`src/rtl/dccm_arb_pkg.sv`:
```
// dccm_arb_pkg: shared types and constants for the DCCM arbiter.
// Requester ids, arbiter FSM states and the requester count.
package dccm_arb_pkg;

  localparam int NUM_REQ = 2;

  typedef logic req_id_t;

  typedef enum logic {
    IDLE,
    RMW_MERGE
  } arb_state_e;

  localparam req_id_t REQ_LSU = 1'b0;
  localparam req_id_t REQ_DMA = 1'b1;

endpackage

```
`src/rtl/dccm_arbiter_rr_arb2.sv`:
```
// rr_arb2: two-input round-robin arbiter with one-hot grant.
// Ports: clk, rst_n (sync, active-low), req[1:0], update_en -> gnt[1:0].
module rr_arb2
  import dccm_arb_pkg::*;
(
  input  logic       clk,
  input  logic       rst_n,
  input  logic [1:0] req,
  input  logic       update_en,
  output logic [1:0] gnt
);

  req_id_t last_grant_q;
  req_id_t last_grant_d;

  // On a tie the requester that did not win last time goes first.
  always_comb begin
    unique case (1'b1)
      (req == 2'b11): gnt = last_grant_q ? 2'b01 : 2'b10;
      default:        gnt = req;
    endcase
  end

  always_comb begin
    last_grant_d = last_grant_q;
    if (update_en && |gnt)
      last_grant_d = gnt[1];
  end

  always_ff @(posedge clk) begin
    if (!rst_n)
      last_grant_q <= REQ_DMA;
    else
      last_grant_q <= last_grant_d;
  end

endmodule

```
`src/rtl/dccm_arbiter.sv`:
```
// dccm_arbiter: shares the DCCM between LSU (port 0) and DMA (port 1).
// Ports: req_* / rsp_* per requester, mem_* to the DCCM. Macro DCCM_ARB_RMW_EN enables sub-word RMW stores.
module dccm_arbiter
  import dccm_arb_pkg::*;
#(
  parameter  int WIDTH = 32,
  parameter  int DEPTH = 1024,
  localparam int AW    = $clog2(DEPTH),
  localparam int BW    = WIDTH / 8
) (
  input  logic               clk,
  input  logic               rst_n,
  input  logic [NUM_REQ-1:0] req_valid,
  output logic [NUM_REQ-1:0] req_ready,
  input  logic [NUM_REQ-1:0] req_we,
  input  logic [AW-1:0]      req_addr  [NUM_REQ],
  input  logic [WIDTH-1:0]   req_wdata [NUM_REQ],
  input  logic [BW-1:0]      req_be    [NUM_REQ],
  output logic [NUM_REQ-1:0] rsp_valid,
  output logic [WIDTH-1:0]   rsp_rdata [NUM_REQ],
  output logic [AW-1:0]      mem_raddr,
  output logic               mem_rvalid_in,
  input  logic [WIDTH-1:0]   mem_rdata,
  input  logic               mem_rvalid_out,
  output logic [AW-1:0]      mem_waddr,
  output logic               mem_wen,
  output logic [WIDTH-1:0]   mem_wdata
);

  arb_state_e state_q, state_d;
  req_id_t    rd_owner_q, rd_owner_d;
  logic       rd_pend_q, rd_pend_d;

  logic       arb_en;
  logic [1:0] gnt;
  req_id_t    win;
  logic       is_rd, is_drop, is_part, is_full;

`ifdef DCCM_ARB_RMW_EN
  logic [AW-1:0]    rmw_addr_q, rmw_addr_d;
  logic [WIDTH-1:0] rmw_wdata_q, rmw_wdata_d;
  logic [BW-1:0]    rmw_be_q, rmw_be_d;
`endif

  // Grants only happen out of reset and outside a merge cycle.
  assign arb_en = rst_n && (state_q == IDLE);

  rr_arb2 u_rr_arb2 (
    .clk       (clk),
    .rst_n     (rst_n),
    .req       (req_valid),
    .update_en (arb_en),
    .gnt       (gnt)
  );

  assign req_ready = gnt & {NUM_REQ{arb_en}};
  assign win       = gnt[1];

  // Mutually exclusive classification of the winning request.
  always_comb begin
    is_rd   = !req_we[win];
    is_drop = req_we[win] && (req_be[win] == '0);
`ifdef DCCM_ARB_RMW_EN
    is_part = req_we[win] && (req_be[win] != '0)
              && (req_be[win] != '1);
`else
    is_part = 1'b0;
`endif
    is_full = req_we[win] && !is_drop && !is_part;
  end

  always_comb begin
    state_d       = state_q;
    rd_owner_d    = rd_owner_q;
    rd_pend_d     = 1'b0;
    mem_rvalid_in = 1'b0;
    mem_raddr     = '0;
    mem_wen       = 1'b0;
    mem_waddr     = '0;
    mem_wdata     = '0;
`ifdef DCCM_ARB_RMW_EN
    rmw_addr_d  = rmw_addr_q;
    rmw_wdata_d = rmw_wdata_q;
    rmw_be_d    = rmw_be_q;
`endif
    if (rst_n) begin
      unique case (state_q)
        IDLE: begin
          if (|req_ready) begin
            unique case (1'b1)
              is_rd: begin
                mem_rvalid_in = 1'b1;
                mem_raddr     = req_addr[win];
                rd_pend_d     = 1'b1;
                rd_owner_d    = win;
              end
              is_part: begin
`ifdef DCCM_ARB_RMW_EN
                mem_rvalid_in = 1'b1;
                mem_raddr     = req_addr[win];
                rmw_addr_d    = req_addr[win];
                rmw_wdata_d   = req_wdata[win];
                rmw_be_d      = req_be[win];
                state_d       = RMW_MERGE;
`endif
              end
              is_full: begin
                mem_wen   = 1'b1;
                mem_waddr = req_addr[win];
                mem_wdata = req_wdata[win];
              end
              default: ;
            endcase
          end
        end
`ifdef DCCM_ARB_RMW_EN
        RMW_MERGE: begin
          mem_wen   = 1'b1;
          mem_waddr = rmw_addr_q;
          for (int b = 0; b < BW; b++)
            mem_wdata[b*8 +: 8] = rmw_be_q[b]
              ? rmw_wdata_q[b*8 +: 8]
              : mem_rdata[b*8 +: 8];
          state_d = IDLE;
        end
`endif
        default: state_d = IDLE;
      endcase
    end
  end

  // Only normal reads return data; the RMW read never sets rd_pend.
  always_comb begin
    rsp_valid = '0;
    for (int i = 0; i < NUM_REQ; i++)
      rsp_rdata[i] = '0;
    if (rst_n && rd_pend_q && mem_rvalid_out) begin
      rsp_valid[rd_owner_q] = 1'b1;
      rsp_rdata[rd_owner_q] = mem_rdata;
    end
  end

  always_ff @(posedge clk) begin
    if (!rst_n) begin
      state_q    <= IDLE;
      rd_owner_q <= REQ_LSU;
      rd_pend_q  <= 1'b0;
    end else begin
      state_q    <= state_d;
      rd_owner_q <= rd_owner_d;
      rd_pend_q  <= rd_pend_d;
    end
  end

`ifdef DCCM_ARB_RMW_EN
  always_ff @(posedge clk) begin
    if (!rst_n) begin
      rmw_addr_q  <= '0;
      rmw_wdata_q <= '0;
      rmw_be_q    <= '0;
    end else begin
      rmw_addr_q  <= rmw_addr_d;
      rmw_wdata_q <= rmw_wdata_d;
      rmw_be_q    <= rmw_be_d;
    end
  end
`endif

endmodule

```
`config.mk`:
```
export PLATFORM = sky130hd
export DESIGN_NAME = dccm_arbiter
export DESIGN_NICKNAME = d
export VERILOG_FILES = /design/src/rtl/dccm_arb_pkg.sv /design/src/rtl/dccm_arbiter_rr_arb2.sv /design/src/rtl/dccm_arbiter.sv
export SDC_FILE = /design/constraint.sdc
export NUM_CORES = 1
export LEC_CHECK = 0
export ABC_CLOCK_PERIOD_IN_PS = 2440
export CAP_MARGIN = 10
export CORE_AREA = 3 3 98 100
export CTS_BUF_LIST = sky130_fd_sc_hd__clkbuf_4 sky130_fd_sc_hd__clkbuf_8 sky130_fd_sc_hd__clkbuf_16
export CTS_CLUSTER_DIAMETER = 40
export DETAILED_ROUTE_END_ITERATION = 10
export DIE_AREA = 0 0 101 103
export GPL_TIMING_DRIVEN = 1
export HOLD_SLACK_MARGIN = 0.15
export PLACE_DENSITY = 0.7
export SLEW_MARGIN = 40
export SYNTH_ARGS = -nofsm -noshare
export SYNTH_HDL_FRONTEND = slang
export SYNTH_SLANG_ARGS = --single-unit
```
`constraint.sdc`:
```
create_clock -name clk -period 2.44 [get_ports clk]
set_clock_uncertainty 0.2 [all_clocks]
set_input_delay 0.488 -clock clk [delete_from_list [all_inputs] [get_ports clk]]
set_output_delay 0.488 -clock clk [all_outputs]
set_load 0.1 [all_outputs]
```
== After elaboration in Yosys (flattened, before gate mapping) ==
Cells that the tools add are included.

* Input bits: 131
* Output and inout bits: 122
* Flip-flop bits (word level): 3

* Multiplexer cells: 34
* Bitwise logic cells: 5
* Order comparisons: 6
* Reductions and logical operators: 12
* Equality and inequality tests: 1

{| class="wikitable"
|+ Operators with widths
! operator !! number
|-
| $mux 32 || 7
|-
| $mux 10 || 9
|-
| $and 64x64->64 || 1
|-
| $mux 64 || 1
|-
| $demux 32 s1 || 1
|-
| $mux 4 || 3
|-
| $mux 1 || 9
|-
| $logic_and 1x1->1 || 7
|-
| $mux 2 || 3
|-
| $ge 2x2->1 const B || 2
|-
| $logic_not 4->1 || 1
|-
| $lt 1x2->1 const B || 2
|-
| $not 1->2 || 2
|-
| $reduce_or 2->1 || 2
|-
| $and 2x2->2 || 1
|-
| $eq 2x2->1 const B || 1
|-
| $lt 2x1->1 const B || 1
|-
| $reduce_and 2->1 || 1
|-
| $demux 1 s1 || 1
|-
| $ge 1x1->1 const B || 1
|-
| $logic_not 1->1 || 1
|-
| $not 1->1 || 1
|}

== Depth between registers and ports, before layout ==
* Word-level depth: 13
* Depth in mapped cells: 5
* Mapped depth without buffers: 3

== By module ==
From an unflattened synthesis, not the netlist that was laid out.

* Cells, all modules: 204
* Area, all modules: 1360.1 sq um

{| class="wikitable"
|+ Modules (own cells, without submodules)
! module !! cells each !! area each (sq um) !! times used !! sequential area each (sq um)
|-
| dccm_arbiter || 197 || 1301.2 || 1 || 40.0
|-
| rr_arb2 || 7 || 58.8 || 1 || 20.0
|}

== Least setup slack after synthesis ==
No wires, ideal clock.

* Kind: input to output
* Start: in req_valid[1]
* End: out mem_raddr[1]
* Cell stages on the path: 4
* Setup slack: -0.885 ns
* Required time: 1.752 ns
* Data arrival time: 2.637 ns
* Path through: a21boi_1 -> clkbuf_1 -> nand2_1 -> a22oi_1

* Longest elaborated chain between the ends: 9

{| class="wikitable"
|+ Ends and longest elaborated chain
! what !! line !! RTL
|-
| from (decl) || dccm_arbiter.sv:13 || <nowiki>input logic [NUM_REQ-1:0] req_valid,</nowiki>
|-
| $eq 2x2->1 || dccm_arbiter_rr_arb2.sv:19 || <nowiki>(req == 2'b11): gnt = last_grant_q ? 2'b01 : 2'b10;</nowiki>
|-
| $mux 2 * || dccm_arbiter_rr_arb2.sv:18 || <nowiki>unique case (1'b1)</nowiki>
|-
| $not 1->2 (implied by the code) || dccm_arbiter.sv:93 || <nowiki>mem_raddr = req_addr[win];</nowiki>
|-
| $mux 10 (implied by the code) (3 in series) || dccm_arbiter.sv:93 ||
|-
| $mux 10 || dccm_arbiter.sv:90 || <nowiki>unique case (1'b1)</nowiki>
|-
| $mux 10 * || dccm_arbiter.sv:89 || <nowiki>if (|req_ready) begin</nowiki>
|-
| $mux 10 * || dccm_arbiter.sv:86 || <nowiki>if (rst_n) begin</nowiki>
|-
| to (decl) || dccm_arbiter.sv:21 || <nowiki>output logic [AW-1:0] mem_raddr,</nowiki>
|}

Mark *: on every way between the ends. The rest lies on a longest branch, timed or not. The select of a mux whose other input is x is not followed.

== Final worst setup path ==
* Start: in req_be[0] (netlist name)
* End: out mem_wdata[20]

* Longest elaborated chain between the ends: 10

{| class="wikitable"
|+ Ends and longest elaborated chain
! what !! line !! RTL
|-
| from (decl) || dccm_arbiter.sv:18 || <nowiki>input logic [BW-1:0] req_be [NUM_REQ],</nowiki>
|-
| $mux 4 (implied by the code) (3 in series) || dccm_arbiter.sv:62 || <nowiki>is_drop = req_we[win] && (req_be[win] == '0);</nowiki>
|-
| $logic_not 4->1 || dccm_arbiter.sv:62 ||
|-
| $logic_and 1x1->1 || dccm_arbiter.sv:62 ||
|-
| $logic_not 1->1 || dccm_arbiter.sv:69 || <nowiki>is_full = req_we[win] && !is_drop && !is_part;</nowiki>
|-
| $logic_and 1x1->1 || dccm_arbiter.sv:69 ||
|-
| $mux 32 || dccm_arbiter.sv:90 ||
|-
| $mux 32 || dccm_arbiter.sv:89 ||
|-
| $mux 32 || dccm_arbiter.sv:86 ||
|-
| to (decl) || dccm_arbiter.sv:27 || <nowiki>output logic [WIDTH-1:0] mem_wdata</nowiki>
|}

Every way passes these cells. The select of a mux whose other input is x is not followed.

==> results.json <==
{
  "status": "complete, but fails checks",
  "violations": "negative setup slack",
  "layout-drive-gt1-share_pct": 67.9,
  "critical_path.max_fanout": 8,
  "clkPwrFrac_pct": 11.6,
  "synth-seq-cells": 3,
  "setup_viol": 44,
  "p_sw_share_pct": 49.1,
  "yosysWarnings": 0,
  "rows": 34,
  "slew_headroom_pct": 84.5,
  "dp_cells": 554,
  "antenna_found_initial": 1,
  "crit_family": "simple AND/OR/NAND/NOR gates",
  "cts_tree": "yes",
  "syn_avg_cell_area_um2": 6.73,
  "cp-end-kind": "output pin",
  "cap_violations": 0,
  "synth_ff_type": "dfxtp_1",
  "fillCellCount": 616,
  "tns_ns": -6.24,
  "dr_wl_met3_um": 1270,
  "dr.pass1.iters": 4,
  "leakage_uw": 0.00258,
  "path_cells": "buf_6 > or4_4 > and4_4 > buf_16 > a22o_4 > buf_12",
  "num_vias": 2686,
  "ys_seq_area_share_pct": 4.85,
  "synth_cell_types": 29,
  "crit_type": "primary input to output pin",
  "p_comb_share_pct": 84.3,
  "final_nets": 596,
  "met1_length_um": 3560,
  "hold_buffers": 0,
  "drt_iter0_markers": 43,
  "powerDensity_nw_per_um2": 225,
  "p_seq_share_pct": 4.1,
  "tightestPinTransition_ns": 0.234,
  "max_stage_delay_ns": 0.54,
  "hold_class": "register to register",
  "period_share_pct": 108,
  "port_buffers": 252,
  "die_area_um2": 10400,
  "worst_setup_path_start_kind": "primary input",
  "cts.clk_slew.worst_paths_ns": 0.03,
  "grt_overflow": 0,
  "grt_max_degree": 34,
  "vdd_drop_max_mv": 0.130,
  "clockRootBuffer": "clkbuf_8",
  "p_sw_uw": 686,
  "min_period_ns": 2.62,
  "critPathRequiredTime_ns": 1.75,
  "cp.arrival_ns": 1.94,
  "slew_viol_final": 0,
  "vias_per_cell": 4.70,
  "gp_congestion": 0.792,
  "coreArea_um2": 8760,
  "track_usage_pct": 20.6,
  "first_global_vias": 3142,
  "route.detailed.drc": 0,
  "syn_nets": 315,
  "die_w_um": 101,
  "whs_ns": 0.347,
  "cpMaxStageDelayCell": "or4_4",
  "totalWireLength_um": 11300,
  "power_uw": 1400,
  "initial_core_util_pct": 14.1,
  "hpwl_um": 9080,
  "syn_area_um2": 1240,
  "setup_ws_ns": -0.184,
  "cts_sinks": 3,
  "async_flop_share_pct": 0,
  "synth_cells": 184,
  "num_io_pins": 253,
  "p_int_uw": 711,
  "hold_violations": 0,
  "grt_pass1_wl_um": 16700,
  "dr.max_layer_used": "met5",
  "fmax_mhz": 381,
  "n_antenna_cell": 0,
  "layout-area-overhead-vs-synth_pct": 401,
  "h-tree-depth": 1,
  "insertion_delay_ns": 0.22,
  "met2_length_um": 6310,
  "final_cells": 572,
  "grt_setup_unrepaired": "yes",
  "wl_per_cell_um": 19.8,
  "numCtsBuffers": 3,
  "synth_enable_flop_cells": 0,
  "final_antenna_net_count": 0,
  "path_buf_inv": 3,
  "cts.path.max_buffers": 2,
  "die_height_um": 103
}
-- path summary, 6_finish.rpt --
kind,end,slack (ns),cells past startpoint,start
worst max register to register,rd_pend_q$_DFF_P_,1.11,5,u_rr_arb2.last_grant_q$_SDFFE_PN1P_
worst min register to register,u_rr_arb2.last_grant_q$_SDFFE_PN1P_,0.35,2,u_rr_arb2.last_grant_q$_SDFFE_PN1P_
worst min-delay path,u_rr_arb2.last_grant_q$_SDFFE_PN1P_,0.35,2,u_rr_arb2.last_grant_q$_SDFFE_PN1P_
worst max-delay path,mem_wdata[20],-0.18,6,req_be[0]
-- sequential cells by signal (all words and copies together), names as in the netlist --
signal / count
rd_owner_q: 1
u_rr_arb2.last_grant_q: 1
rd_pend_q: 1
-- worst register-to-register path, cell delays in order, from the launching register on --
cell	delay [ns]
dfxtp_2	0.35
a21boi_4	0.20
buf_6	0.12
nand3b_1	0.13
buf_6	0.17
nand2_2	0.09
-- cell usage in the layout, fill, tap and decap left out, drive strengths merged, types with 2 or more instances in the layout --
| master | count |
|---|---|
| buf | 169 |
| and4 | 6 |
| or4 | 2 |
| nand3 | 4 |
| clkdlybuf4s50 | 116 |
| nor2 | 2 |
| nand2 | 22 |
| and2 | 65 |
| nand2b | 2 |
| o22ai | 10 |
| a22o | 32 |
| clkbuf | 6 |
| dfxtp | 3 |
| a22oi | 10 |
-- power groups by stage --
stage	registers [uW]	clock network, uW	logic (uW)
floorplan	56.2	0	602
global route	57.9	173	1210
global placement	56.8	0	1120
finish	57.1	163	1180
CTS	56.6	166	1180
detailed placement	56.9	0	1130
-- metrics by stage --
| step | utilization, % | instance area [um^2] | setup WS (ns) |
|---|---|---|---|
| 2_1_floorplan | - | 1890 | -0.137 |
| 3_3_place_gp | 66.8 | 5860 | -0.604 |
| 3_5_place_dp | 66.8 | 5860 | -0.639 |
| 4_1_cts | 70.4 | 6170 | -0.221 |
| 5_1_grt | 70.7 | 6200 | -0.193 |
| 6_report | 70.7 | 6200 | -0.184 |
-- synthesized netlist by cell type (2+ instances only) --
cell      count  area (um^2)
a22oi_1      10         75.1
dfxtp_1       3         60.1
a22o_1       32          280
nor2_1        2         7.51
buf_6         4         45.0
buf_4         3         22.5
nand2b_1      2         12.5
nand2_1      22         82.6
o22ai_1      10         62.6
clkbuf_1     10         37.5
and2_1       65          407
nand3_1       4         20.0
-- logic make-up (layout without fill, tap and decap cells) --
group | after synthesis | after routing | synth area share, %
flops | 3 | 3 | 4.85
simple gates | 104 | 108 | 48.7
buf+inv | 19 | 295 | 9.19
compound gates | 58 | 58 | 37.3
-- routing by layer --
layer,up-vias,global-route usage (%)
li1,1247,-
met1,1253,19.6
met2,166,41.5
met3,18,7.98
met5,-,0
met4,2,4.29
-- timing repair --
item,CTS,global route
setup endpoints to repair,122,72
buffers inserted,2,1
pin swaps,34,10
gates cloned,11,0
gates resized for setup,70,18
-- area by class of cell --
class | instances | area [um^2] | area share, %
flip-flops and latches | 3 | 61.3 | 0.989
repair buffers | 290 | 4190 | 67.6
clock buffers | 4 | 48.8 | 0.787
multi-input cells | 166 | 1760 | 28.4
inverters | 1 | 3.75 | 0.0605
well taps | 108 | 135 | 2.18
Power figures use the tool's default switching activity.
